**src/rtl/crot_sequencer_pkg.sv**
```systemverilog
// Shared fixed-point parameters, FSM encodings and multiplier latency used by
// the CROT sequencer and its complex-multiply datapath.
package crot_sequencer_pkg;

  localparam int TOTAL_WIDTH    = 16;
  localparam int FRAC_WIDTH     = 14;
  localparam int MULT_WIDTH     = 2 * TOTAL_WIDTH;

  localparam int CCMULT_LATENCY = 3;
  // One extra stage covers the RAM's registered read ahead of the multiplier.
  localparam int DLY_DEPTH      = CCMULT_LATENCY + 1;

  typedef enum logic [1:0] {
    ST_IDLE  = 2'd0,
    ST_ISSUE = 2'd1,
    ST_DRAIN = 2'd2,
    ST_FIN   = 2'd3
  } state_t;

  typedef logic signed [TOTAL_WIDTH-1:0] sample_t;

  function automatic int qidx_width(input int nq);
    return (nq > 2) ? $clog2(nq) : 1;
  endfunction

endpackage

```
**src/rtl/ccmult_pipelined.sv**
```systemverilog
// Three-stage pipelined complex multiplier: p = a * b in fixed point, with the
// product shifted right arithmetically by FRAC_WIDTH and wrapped to TOTAL_WIDTH.
module ccmult_pipelined
  import crot_sequencer_pkg::*;
(
  input  logic                          clk,
  input  logic                          rst_n,
  input  logic signed [TOTAL_WIDTH-1:0] ar,
  input  logic signed [TOTAL_WIDTH-1:0] ai,
  input  logic signed [TOTAL_WIDTH-1:0] br,
  input  logic signed [TOTAL_WIDTH-1:0] bi,
  output logic signed [TOTAL_WIDTH-1:0] pr,
  output logic signed [TOTAL_WIDTH-1:0] pi
);

  sample_t                       r_ar, r_ai, r_br, r_bi;
  logic signed [MULT_WIDTH-1:0]  r_p_rr, r_p_ii, r_p_ri, r_p_ir;
  logic signed [MULT_WIDTH:0]    w_sum_re, w_sum_im;
  sample_t                       r_pr, r_pi;

  // One guard bit so the sum/difference of two full products cannot overflow.
  assign w_sum_re = $signed({r_p_rr[MULT_WIDTH-1], r_p_rr}) - $signed({r_p_ii[MULT_WIDTH-1], r_p_ii});
  assign w_sum_im = $signed({r_p_ri[MULT_WIDTH-1], r_p_ri}) + $signed({r_p_ir[MULT_WIDTH-1], r_p_ir});

  always_ff @(posedge clk or negedge rst_n) begin
    if (!rst_n) begin
      r_ar   <= '0;
      r_ai   <= '0;
      r_br   <= '0;
      r_bi   <= '0;
      r_p_rr <= '0;
      r_p_ii <= '0;
      r_p_ri <= '0;
      r_p_ir <= '0;
      r_pr   <= '0;
      r_pi   <= '0;
    end else begin
      r_ar   <= ar;
      r_ai   <= ai;
      r_br   <= br;
      r_bi   <= bi;
      r_p_rr <= MULT_WIDTH'(r_ar) * MULT_WIDTH'(r_br);
      r_p_ii <= MULT_WIDTH'(r_ai) * MULT_WIDTH'(r_bi);
      r_p_ri <= MULT_WIDTH'(r_ar) * MULT_WIDTH'(r_bi);
      r_p_ir <= MULT_WIDTH'(r_ai) * MULT_WIDTH'(r_br);
      r_pr   <= TOTAL_WIDTH'(w_sum_re >>> FRAC_WIDTH);
      r_pi   <= TOTAL_WIDTH'(w_sum_im >>> FRAC_WIDTH);
    end
  end

  assign pr = r_pr;
  assign pi = r_pi;

endmodule

```
**src/rtl/crot_sequencer_addr_expand.sv**
```systemverilog
// Combinational address builder: inserts 1s at the control and target bit
// positions and spreads the k bits, LSB first, over the remaining positions.
module crot_addr_expand
  import crot_sequencer_pkg::*;
#(
  parameter int NUM_QUBITS = 3,
  parameter int QIDX_W     = qidx_width(NUM_QUBITS),
  parameter int KW         = (NUM_QUBITS > 2) ? NUM_QUBITS - 2 : 1
) (
  input  logic [KW-1:0]         k,
  input  logic [QIDX_W-1:0]     ctrl,
  input  logic [QIDX_W-1:0]     tgt,
  output logic [NUM_QUBITS-1:0] addr
);

  genvar gi;
  generate
    for (gi = 0; gi < NUM_QUBITS; gi++) begin : g_bit
      logic       w_hit;
      logic [7:0] w_rank;
      // Rank = how many free positions lie below this bit = which k bit lands here.
      assign w_hit  = (ctrl == QIDX_W'(gi)) || (tgt == QIDX_W'(gi));
      assign w_rank = 8'(gi) - 8'(ctrl < QIDX_W'(gi)) - 8'(tgt < QIDX_W'(gi));
      assign addr[gi] = w_hit ? 1'b1 : |(k & (KW'(1) << w_rank));
    end
  endgenerate

endmodule

```
**src/rtl/crot_sequencer.sv**
```systemverilog
// Controlled-phase-rotation sequencer: reads every amplitude with both control
// and target bits set, multiplies it by the latched twiddle and writes it back.
module crot_sequencer
  import crot_sequencer_pkg::*;
#(
  parameter int NUM_QUBITS = 3,
  parameter int QIDX_W     = qidx_width(NUM_QUBITS)
) (
  input  logic                          clk,
  input  logic                          rst_n,
  input  logic                          start,
  input  logic [QIDX_W-1:0]             ctrl_q,
  input  logic [QIDX_W-1:0]             tgt_q,
  input  logic signed [TOTAL_WIDTH-1:0] tw_re,
  input  logic signed [TOTAL_WIDTH-1:0] tw_im,
  output logic                          busy,
  output logic                          done,
  output logic                          err,
  output logic                          rd_en,
  output logic [NUM_QUBITS-1:0]         rd_addr,
  input  logic signed [TOTAL_WIDTH-1:0] rd_re,
  input  logic signed [TOTAL_WIDTH-1:0] rd_im,
  output logic                          wr_en,
  output logic [NUM_QUBITS-1:0]         wr_addr,
  output logic signed [TOTAL_WIDTH-1:0] wr_re,
  output logic signed [TOTAL_WIDTH-1:0] wr_im
);

  localparam int              KW     = (NUM_QUBITS > 2) ? NUM_QUBITS - 2 : 1;
  localparam int              M      = 1 << (NUM_QUBITS - 2);
  localparam logic [KW-1:0]   K_LAST = KW'(M - 1);

  state_t                r_state, w_state_next;
  logic [QIDX_W-1:0]     r_ctrl, r_tgt;
  sample_t               r_tw_re, r_tw_im;
  logic [KW-1:0]         r_k;
  logic                  r_err;
  logic [DLY_DEPTH-1:0]  r_vld;
  logic [NUM_QUBITS-1:0] r_addr_dly [DLY_DEPTH];

  logic                  w_illegal;
  logic                  w_accept;
  logic                  w_issue;
  logic [NUM_QUBITS-1:0] w_exp_addr;
  sample_t               w_prod_re, w_prod_im;

  assign w_illegal = (ctrl_q == tgt_q) ||
                     (int'(ctrl_q) >= NUM_QUBITS) ||
                     (int'(tgt_q)  >= NUM_QUBITS);
  assign w_accept  = (r_state == ST_IDLE) && start;

  always_comb begin
    w_state_next = r_state;
    w_issue      = 1'b0;
    busy         = 1'b0;
    done         = 1'b0;
    err          = 1'b0;
    case (r_state)
      ST_IDLE: begin
        if (start) w_state_next = w_illegal ? ST_FIN : ST_ISSUE;
      end
      ST_ISSUE: begin
        w_issue = 1'b1;
        busy    = 1'b1;
        if (r_k == K_LAST) w_state_next = ST_DRAIN;
      end
      ST_DRAIN: begin
        busy = 1'b1;
        // Leave once only the final delay stage can still hold a write.
        if (r_vld[DLY_DEPTH-2:0] == '0) w_state_next = ST_FIN;
      end
      ST_FIN: begin
        done         = 1'b1;
        err          = r_err;
        w_state_next = ST_IDLE;
      end
      default: w_state_next = ST_IDLE;
    endcase
  end

  always_ff @(posedge clk or negedge rst_n) begin
    if (!rst_n) begin
      r_state <= ST_IDLE;
      r_ctrl  <= '0;
      r_tgt   <= '0;
      r_tw_re <= '0;
      r_tw_im <= '0;
      r_k     <= '0;
      r_err   <= 1'b0;
    end else begin
      r_state <= w_state_next;
      if (w_accept) begin
        r_err <= w_illegal;
        r_k   <= '0;
        if (!w_illegal) begin
          r_ctrl  <= ctrl_q;
          r_tgt   <= tgt_q;
          r_tw_re <= tw_re;
          r_tw_im <= tw_im;
        end
      end else if (w_issue) begin
        r_k <= r_k + KW'(1);
      end
    end
  end

  crot_addr_expand #(
    .NUM_QUBITS (NUM_QUBITS),
    .QIDX_W     (QIDX_W),
    .KW         (KW)
  ) u_addr_expand (
    .k    (r_k),
    .ctrl (r_ctrl),
    .tgt  (r_tgt),
    .addr (w_exp_addr)
  );

  assign rd_en   = w_issue;
  assign rd_addr = w_issue ? w_exp_addr : '0;

  // Valid/address delay line matching RAM read latency plus multiplier latency.
  always_ff @(posedge clk or negedge rst_n) begin
    if (!rst_n) begin
      r_vld <= '0;
      for (int i = 0; i < DLY_DEPTH; i++) r_addr_dly[i] <= '0;
    end else begin
      r_vld         <= {r_vld[DLY_DEPTH-2:0], w_issue};
      r_addr_dly[0] <= rd_addr;
      for (int i = 1; i < DLY_DEPTH; i++) r_addr_dly[i] <= r_addr_dly[i-1];
    end
  end

  ccmult_pipelined u_ccmult (
    .clk   (clk),
    .rst_n (rst_n),
    .ar    (rd_re),
    .ai    (rd_im),
    .br    (r_tw_re),
    .bi    (r_tw_im),
    .pr    (w_prod_re),
    .pi    (w_prod_im)
  );

  assign wr_en   = r_vld[DLY_DEPTH-1];
  assign wr_addr = wr_en ? r_addr_dly[DLY_DEPTH-1] : '0;
  assign wr_re   = wr_en ? w_prod_re : '0;
  assign wr_im   = wr_en ? w_prod_im : '0;

endmodule
```
**config.mk**
```make
export PLATFORM = sky130hd
export DESIGN_NAME = crot_sequencer
export DESIGN_NICKNAME = d
export VERILOG_FILES = /design/src/rtl/crot_sequencer_pkg.sv /design/src/rtl/ccmult_pipelined.sv /design/src/rtl/crot_sequencer_addr_expand.sv /design/src/rtl/crot_sequencer.sv
export SDC_FILE = /design/constraint.sdc
export NUM_CORES = 2
export LEC_CHECK = 0
export ABC_AREA = 1
export CORE_MARGIN = 4
export CORE_UTILIZATION = 45
export DETAILED_ROUTE_END_ITERATION = 10
export GPL_TIMING_DRIVEN = 0
export SLEW_MARGIN = 20
export SYNTH_ARGS = -nofsm -noshare
export SYNTH_HDL_FRONTEND = slang
export SYNTH_SLANG_ARGS = --single-unit
```
**constraint.sdc**
```tcl
create_clock -name clk -period 5.54 [get_ports clk]
set_input_delay 1.108 -clock clk [delete_from_list [all_inputs] [get_ports clk]]
set_output_delay 1.108 -clock clk [all_outputs]
set_load 0.05 [all_outputs]
```
* After elaboration in Yosys (flattened, before gate mapping)
Index checks and enable logic that the tools add are counted. W data, S select, Z words.
Storage, ports and cells: ROM bits 0, logic and storage cells 93, input bits 71, memories kept 0, bits in registers 272, bits in latches 0, output and inout port bits 43, RAM bits 0
Cells by class: multiplexer cells 18, reductions and logical operators 14, bitwise logic cells 4, add/subtract/negate cells 9, divide/modulo/power cells 0, shift operators 3, multiply operators 4, equality and inequality tests 11, $lt $le $gt $ge 8
Operator list (number):
- $mul A16 B16 Y30 | 4
- $mux W16 | 2
- $add A30 B30 Y30 | 1
- $sub A30 B30 Y30 | 1
- $shl A1 B8 Y1 const A | 3
- $sub A8 B1 Y8 | 3
- $mux W1 | 9
- $eq A2 B2 Y1 const B | 4
- $lt A2 B1 Y1 const B | 4
- $mux W2 | 4
- $pmux W2 S4 | 1
- $eq A2 B1 Y1 const B | 3
- $logic_not A2 Y1 | 3
- $mux W3 | 2
- $ne A2 B2 Y1 const B | 3
- $logic_or A1 B1 Y1 | 5
- $ge A2 B2 Y1 const B | 2
- $lt A2 B2 Y1 const B | 2
- $sub A1 B1 Y2 const A | 2
- $and A1 B1 Y1 | 3
- $logic_not A3 Y1 | 1
- $reduce_and A3 Y1 | 1
- $sub A2 B1 Y3 const A | 1
- $eq A2 B2 Y1 | 1
- 6 further kinds | 6

* Logic depth before layout (Yosys ltp)
depth after elaboration 7, mapped depth 28, depth with buffers taken out 26

* Hierarchy
Synthesis repeated with hierarchy kept, for this count alone.
Second synthesis, totals: cells, all modules 6642, area total of the unflattened synthesis 51908.5 um^2
Modules (own cells, without submodules):
- ccmult_pipelined | seq. area each 5405.2 um^2, area an instance 49369.8 um^2, cells each 6326, instances 1
- crot_sequencer | seq. area each 1401.3 um^2, area an instance 2457.4 um^2, cells each 297, instances 1
- crot_addr_expand | seq. area each 0.0 um^2, area an instance 81.3 um^2, cells each 19, instances 1

* Worst setup path after synthesis
OpenSTA, ideal clock, no wires.
kind register -> register, start reg u_ccmult.r_ai[15], end reg u_ccmult.r_p_ir[24], period minus slack after synthesis 5713 ps, data required time 5461 ps, arrival 5634 ps, cell stages (with the launch flop) 23, buffers on the path 2, path slack -173 ps, library setup time 79 ps, path through dfrtp_1 clkbuf_1 clkbuf_1 nand2_1 inv_1 fa_1 inv_1 fa_1 inv_1 fa_1 fa_1 inv_1 fa_1 fa_1 inv_1 ha_1 nand2_1 nor2_1 inv_1 nor2_1 nand3_1 nand3_1 xor2_1
Between the ends: longest elaborated chain between the ends 1
Ends and longest elaborated chain:
- from (decl) | RTL line ccmult_pipelined.sv:16 | sample_t r_ar, r_ai, r_br, r_bi;
- from (signal assigned) | RTL line ccmult_pipelined.sv:39 | r_ai <= ai;
- $mul A16 B16 Y30 | RTL line ccmult_pipelined.sv:45 | r_p_ir <= MULT_WIDTH'(r_ai) * MULT_WIDTH'(r_br);
- to (signal assigned) | RTL line ccmult_pipelined.sv:45
- to (decl) | RTL line ccmult_pipelined.sv:17 | logic signed [MULT_WIDTH-1:0] r_p_rr, r_p_ii, r_p_ri, r_p_ir;
Every way passes these cells. A chain may end at the register's enable or synchronous reset.

* Worst setup path in the final report
start reg u_ccmult.r_ai[15], end reg u_ccmult.r_p_ir[28]
The elaborated chain is that of the path after synthesis.

==> reports/summary.txt <==
Status - finished with violations
Failing checks - setup timing
RePlAce Congestion - 1.03
Height of the die - 347 µm
Post-synth ARST share - 100%
Final WL - 180,000 µm
Crit path DAT - 6.34 ns
Fmax - 0.171 GHz
Initial Util - 45.6%
Iteration-0 DRC Markers - 3,624
Post-synthesis sequential area ratio - 13.2%
Initial antenna violation count - 7
CTS Buf Count - 36
Dpl cell area - 54,700 µm²
Clock Latency Late Sink - 0.61 ns
Largest net degree at the start of global routing - 96
Hold Buf Count CTS - 0
Startpoint types - register
Cell Rows - 123
CP Capture Type - register
Flops & latches, synth - 272
Ys flop type - dfrtp_1
First-pass GRT wire length - 268,000 µm
Reg clk slew, reported paths - 0.08 ns
I/O Buffers - 113
Tmin final - 5.86 ns
Core area - 113,000 µm²
GRT Overall Usage - 29.7%
CTS Buffer Depth - 3
Max FO, Critical Path - 5
Final hold viol count - 0
Worst Path Required - 6.01 ns
YS warnings - 0
Worst clock skew - 0.0277 ns
Leading area contributor after synthesis - fa_1
Vias in the first global route - 44,600
Die Footprint - 120,000 µm²
Top cell type's share of synthesized area - 38.5%
Syn_nets - 7,937
DR WL/cell - 21.5 µm
Setup WS post-layout - -0.324 ns
Post-synth EDFFs - 0
Slew headroom - 33.5%
Design Area, Final - 62,100 µm²
RSZ-0062 raised after global routing - true
CTS root buf - clkbuf_16
Post-synth cell types - 50
First drt pass iteration count - 6
Total global routing overflow - 0
Worst-Margin Slew - 0.997 ns
Netlist Area Pre-Place - 51,600 µm²
Vias after detailed routing - 43,400
Clock sink count - 272
DR vias/cell - 5.19
Mean Syn Cell Area - 7.94 µm²
Layout cell share with drive strength beyond 1 - 15.7%
Hold WC Path Type - primary input to asynchronous set/reset pin
Synth Instances - 6,497
Final HPWL DP - 146,000 µm
# nets final - 8,278
Area grow syn2layout - 20.3%
ANT nets after route - 0
Period utilisation layout - 106%
CTS tree - done
Maxcap violations - 0
H-Tree Depth - 2
Synth top area cells - fa_1 38%, inv_1 14%, dfrtp_1 13%, nand2_1 12%, ha_1 9.1%
Die X - 347 µm
CP Class - register to register
Setup violations, final - 23
I/O pin count - 114
Slew Limit Fails - 0
DR DRC count - 0
-- cell type report --
class / instances / area (µm²)
sequential: 272 / 6870
clock inverter: 18 / 213
timing repair buffer: 306 / 2900
inverter: 1925 / 7250
antenna: 2 / 5.00
buffer: 204 / 2140
clock buffer: 45 / 1020
tap: 1500 / 1880
multi-input combinational: 4093 / 39800
fill: 10500 / 51000
-- sequential cells by signal, summed over array words and instances, names as in the netlist, 12 cells and up --
signal / count
r_tw_im: 16
u_ccmult.r_p_ri: 30
u_ccmult.r_p_ii: 30
u_ccmult.pr: 16
u_ccmult.r_p_ir: 30
u_ccmult.r_br: 16
u_ccmult.r_p_rr: 30
r_tw_re: 16
r_addr_dly: 12
u_ccmult.r_bi: 16
u_ccmult.r_ai: 16
u_ccmult.r_ar: 16
u_ccmult.pi: 16
-- layer usage --
| layer | track usage [%] | up-vias | share of wire (%) | wire, µm |
|---|---|---|---|---|
| met4 | 13.6 | 0 | 5.7 | 10300 |
| li1 | - | 19300 | - | - |
| met1 | 40.3 | 21800 | 40 | 72200 |
| met5 | 0 | - | 0 | 0 |
| met2 | 44.9 | 1962 | 44 | 78400 |
| met3 | 7.63 | 434 | 11 | 19000 |
-- critical path: stages (launching register included) --
cell and delay [ns]:
dfrtp_2 0.48, clkbuf_16 0.20, clkbuf_16 0.17, buf_8 0.13, nand2_4 0.06, inv_4 0.03, fa_1 0.54, inv_2 0.06
buf_6 0.13, fa_1 0.47, fa_1 0.56, inv_2 0.04, fa_1 0.49, fa_1 0.56, fa_2 0.50, ha_4 0.35
nand2_4 0.09, nor3_4 0.21, nand2_1 0.11, nor4_1 0.21, nand2_1 0.17, nand4_1 0.10, nand2_1 0.06
-- metrics by stage --
stage                     worst slack [ns]  instances  setup TNS, ns  hold WS [ns]  util [%]
after CTS                           -0.221       8259          -1.23         0.228      52.6
after detailed placement             -1.50       8113         -62.78         0.335      48.4
after global placement               -8.93       8110       -2454.84         0.334      48.3
after floorplan                     0.0265       6497              0         0.331         -
final                               -0.324       8365          -2.53         0.271      54.9
after global routing                -0.459       8363          -6.40         0.240      54.9
-- cell usage after synthesis, types with 6 or more instances --
master / number
buf_2: 7
nor3_1: 27
nor2_1: 248
xor2_1: 103
ha_1: 377
o21ai_1: 15
dfrtp_1: 272
nand3b_1: 9
nand4_1: 39
nand2_1: 1678
nand3_1: 144
a21o_1: 16
xnor2_1: 37
clkbuf_1: 197
o211ai_1: 6
inv_2: 11
nor3_2: 7
nor2_2: 7
o21ai_0: 85
inv_1: 1912
nor4_1: 8
nand2_2: 17
o21a_1: 9
o21bai_1: 27
fa_1: 992
a21oi_1: 192
or2_2: 6
-- what timing repair did --
item	in CTS	in global routing
buffers inserted	82	102
endpoints found under the setup margin	83	74
resized for setup	822	553
gates cloned	3	3
pin swaps	138	271
-- logic make-up after synthesis --
logic type | synth area share, %
XOR/XNOR | 2.38
AO/OA/AOI/OAI | 4.07
buffers and inverters | 15.5
flip-flops | 13.2
AND/OR/NAND/NOR | 17.2
adder cells (fa/ha/maj) | 47.6
-- path summary, 6_finish.rpt --
kind / end / slack (ns) / cells after the start / startpoint
min in group clk: r_addr_dly[0] / 0.34 / 0 / r_addr_dly[3]
setup reg to reg: u_ccmult.r_p_ir[28] / -0.32 / 22 / u_ccmult.r_ai[15]
hold reg to reg: r_addr_dly[0] / 0.34 / 0 / r_addr_dly[3]
max in group asynchronous: u_ccmult.r_p_ir[0] / 4.03 / 3 / rst_n
setup / recovery: u_ccmult.r_p_ir[28] / -0.32 / 22 / u_ccmult.r_ai[15]
hold / removal: u_ccmult.r_p_rr[29] / 0.27 / 1 / rst_n
-- placed cells by master, fill, tap and decap left out, types with 55 or more instances in the layout --
cell	Yosys	routed
xor2_1	103	89
ha_1	377	301
clkdlybuf4s50_1	0	112
nand2_2	17	73
a21oi_2	5	55
ha_4	0	73
nand3_1	144	121
nand2_1	1678	1567
a21oi_1	192	110
buf_4	1	174
inv_1	1912	1828
dfrtp_1	272	233
inv_2	11	87
o21ai_0	85	56
fa_1	992	939
nor2_1	248	206
Power is left out: the tool's default activity adds up to more than one toggle a clock period on the data nets, which glitch-free logic cannot reach.
==> RTL change, RTL diff (same settings) <==
Re-encode `state_t` (4 states) as one-hot, 4 bits wide.
--- a/src/rtl/crot_sequencer_pkg.sv
+++ b/src/rtl/crot_sequencer_pkg.sv
@@ -11,9 +11,9 @@
   localparam int DLY_DEPTH      = CCMULT_LATENCY + 1;
 
-  typedef enum logic [1:0] {
-    ST_IDLE  = 2'd0,
-    ST_ISSUE = 2'd1,
-    ST_DRAIN = 2'd2,
-    ST_FIN   = 2'd3
+  typedef enum logic [3:0] {
+    ST_IDLE  = 4'b0001,
+    ST_ISSUE = 4'b0010,
+    ST_DRAIN = 4'b0100,
+    ST_FIN   = 4'b1000
   } state_t;
 
Function: no difference found for any inputs over 4 cycles, from zero or initial values and one cycle with rst_n low; so few cycles prove little.
==> RTL change against the original RTL <==
  * The run still ends with setup timing left
  * Hold slack gained 75 ps
  * Wire length increased by 2.5%
  * Non-clock buffer count rose by 42
  * Count of clock-buffer cells in the layout is 4 higher
  * Synthesized area is 0.17% higher
  * Fmax grew 2.0%
  * Sequential cell count increased by 2
  * Final area up 2.1%
  * Worst setup slack improved by 110 ps
  * Critical path type unchanged
Power is not shown: default switching activity piles up to over one toggle a cycle in this logic, so the estimate is an artifact.
==> RTL change: results (changes against the original RTL) <==
stage,metric,value,unit,change
status,run_status,"finished, violations left",,
status,violations,setup timing,,
routing,drt-initial-drc-count,3532,,-2.5%
critical_path,slowest_delay,650,ps,+90 ps
worst_hold_path,min_path_type,flop to flop,,
clock_network,postCtsSetupBuffers,64,,-22%
clock_network,path_clk_slew,60,ps,-20 ps
synth,synth_compound_area_share,3.78,%,-0.29 points
synth,synthAdderAreaFrac,47.4,%,-0.20 points
global_routing,grt_pass1_vias,44700,,+0.31%
routing,vias,43600,,+0.48%
critical_path,cp_max_fo,6,,+1
global_routing,grt_max_degree,103,,+7.3%
sta,setup_ws,-211,ps,+113 ps
synth,ys_top_cells_by_area,"fa_1 38%, inv_1 14%, dfrtp_1 13%, nand2_1 13%, ha_1 9.0%",,
clock_network,cts_resized,797,,-3.0%
routing,drt-total-wl,184,mm,+2.5%
final_layout,drive_gt1_share,17.3,%,+1.7 points
sta,finalSetupTns,-1420,ps,+1110 ps
placement,post-place-ws,-2190,ps,-681 ps
placement,dp.cells,8185,,+0.89%
routing,firstDrtPassIters,8,,+2
synth,ys_seq_area_share,13.3,%,+0.077 points
sta,finalSetupViolCount,21,,-8.7%
critical_path,slowest_stage,fa_2,,
synth,netlist_instances,6555,,+0.89%
synth,synth_cell_type_count,44,,-12%
placement,dpl.hpwl,150,mm,+2.8%
global_routing,antenna_found_initial,5,,-2
-- RTL change: cells by family after synthesis --
kind of cell | after synthesis
buffers and inverters | 2154
xor gates and xnor gates | 132
adders and majority gates | 1364
AOI/OAI and AO/OA | 356
and+or+nand+nor | 2275
DFF | 274
-- RTL change: layout make-up --
type / instances / area, um^2 / share of cell area, %
timing repair buffer: 348 / 3460 / 5.46
clock buffer: 49 / 1030 / 1.63
buffer: 204 / 2250 / 3.55
antenna: 2 / 5.00 / 0.00789
clock inverter: 13 / 171 / 0.270
multi-input combinational: 4127 / 40300 / 63.6
sequential: 274 / 6920 / 10.9
inverter: 1948 / 7340 / 11.6
tap: 1512 / 1890 / 2.98
-- RTL change: worst paths after layout --
check	from	endpoint	slack [ps]	cells after the start
max in group asynchronous	rst_n	u_ccmult.r_ar[13]$_DFF_PN0_	4010	3
setup / recovery	u_ccmult.r_ai[15]$_DFF_PN0_	u_ccmult.r_p_ir[29]$_DFF_PN0_	-210	23
setup reg to reg	u_ccmult.r_ai[15]$_DFF_PN0_	u_ccmult.r_p_ir[29]$_DFF_PN0_	-210	23
min in group asynchronous	rst_n	u_ccmult.r_ai[3]$_DFF_PN0_	360	1
hold / removal	r_addr_dly[6]$_DFF_PN0_	r_addr_dly[3]$_DFF_PN0_	350	0
hold reg to reg	r_addr_dly[6]$_DFF_PN0_	r_addr_dly[3]$_DFF_PN0_	350	0
-- RTL change: per-layer routing --
metal	global-route usage, %	share of wire [%]	vias up
met5	0	0.0070	-
met4	15.8	6.9	2
met3	6.93	9.4	473
met2	47.0	44	1889
met1	40.2	40	21800
li1	-	-	19500
-- RTL change: worst reg2reg max path: cells and delay by family (launching register included) --
kind          cells  cell delay, ps
fa+ha+maj         7            3640
flops             1             440
simple gates      9             940
buf+inv           7             670
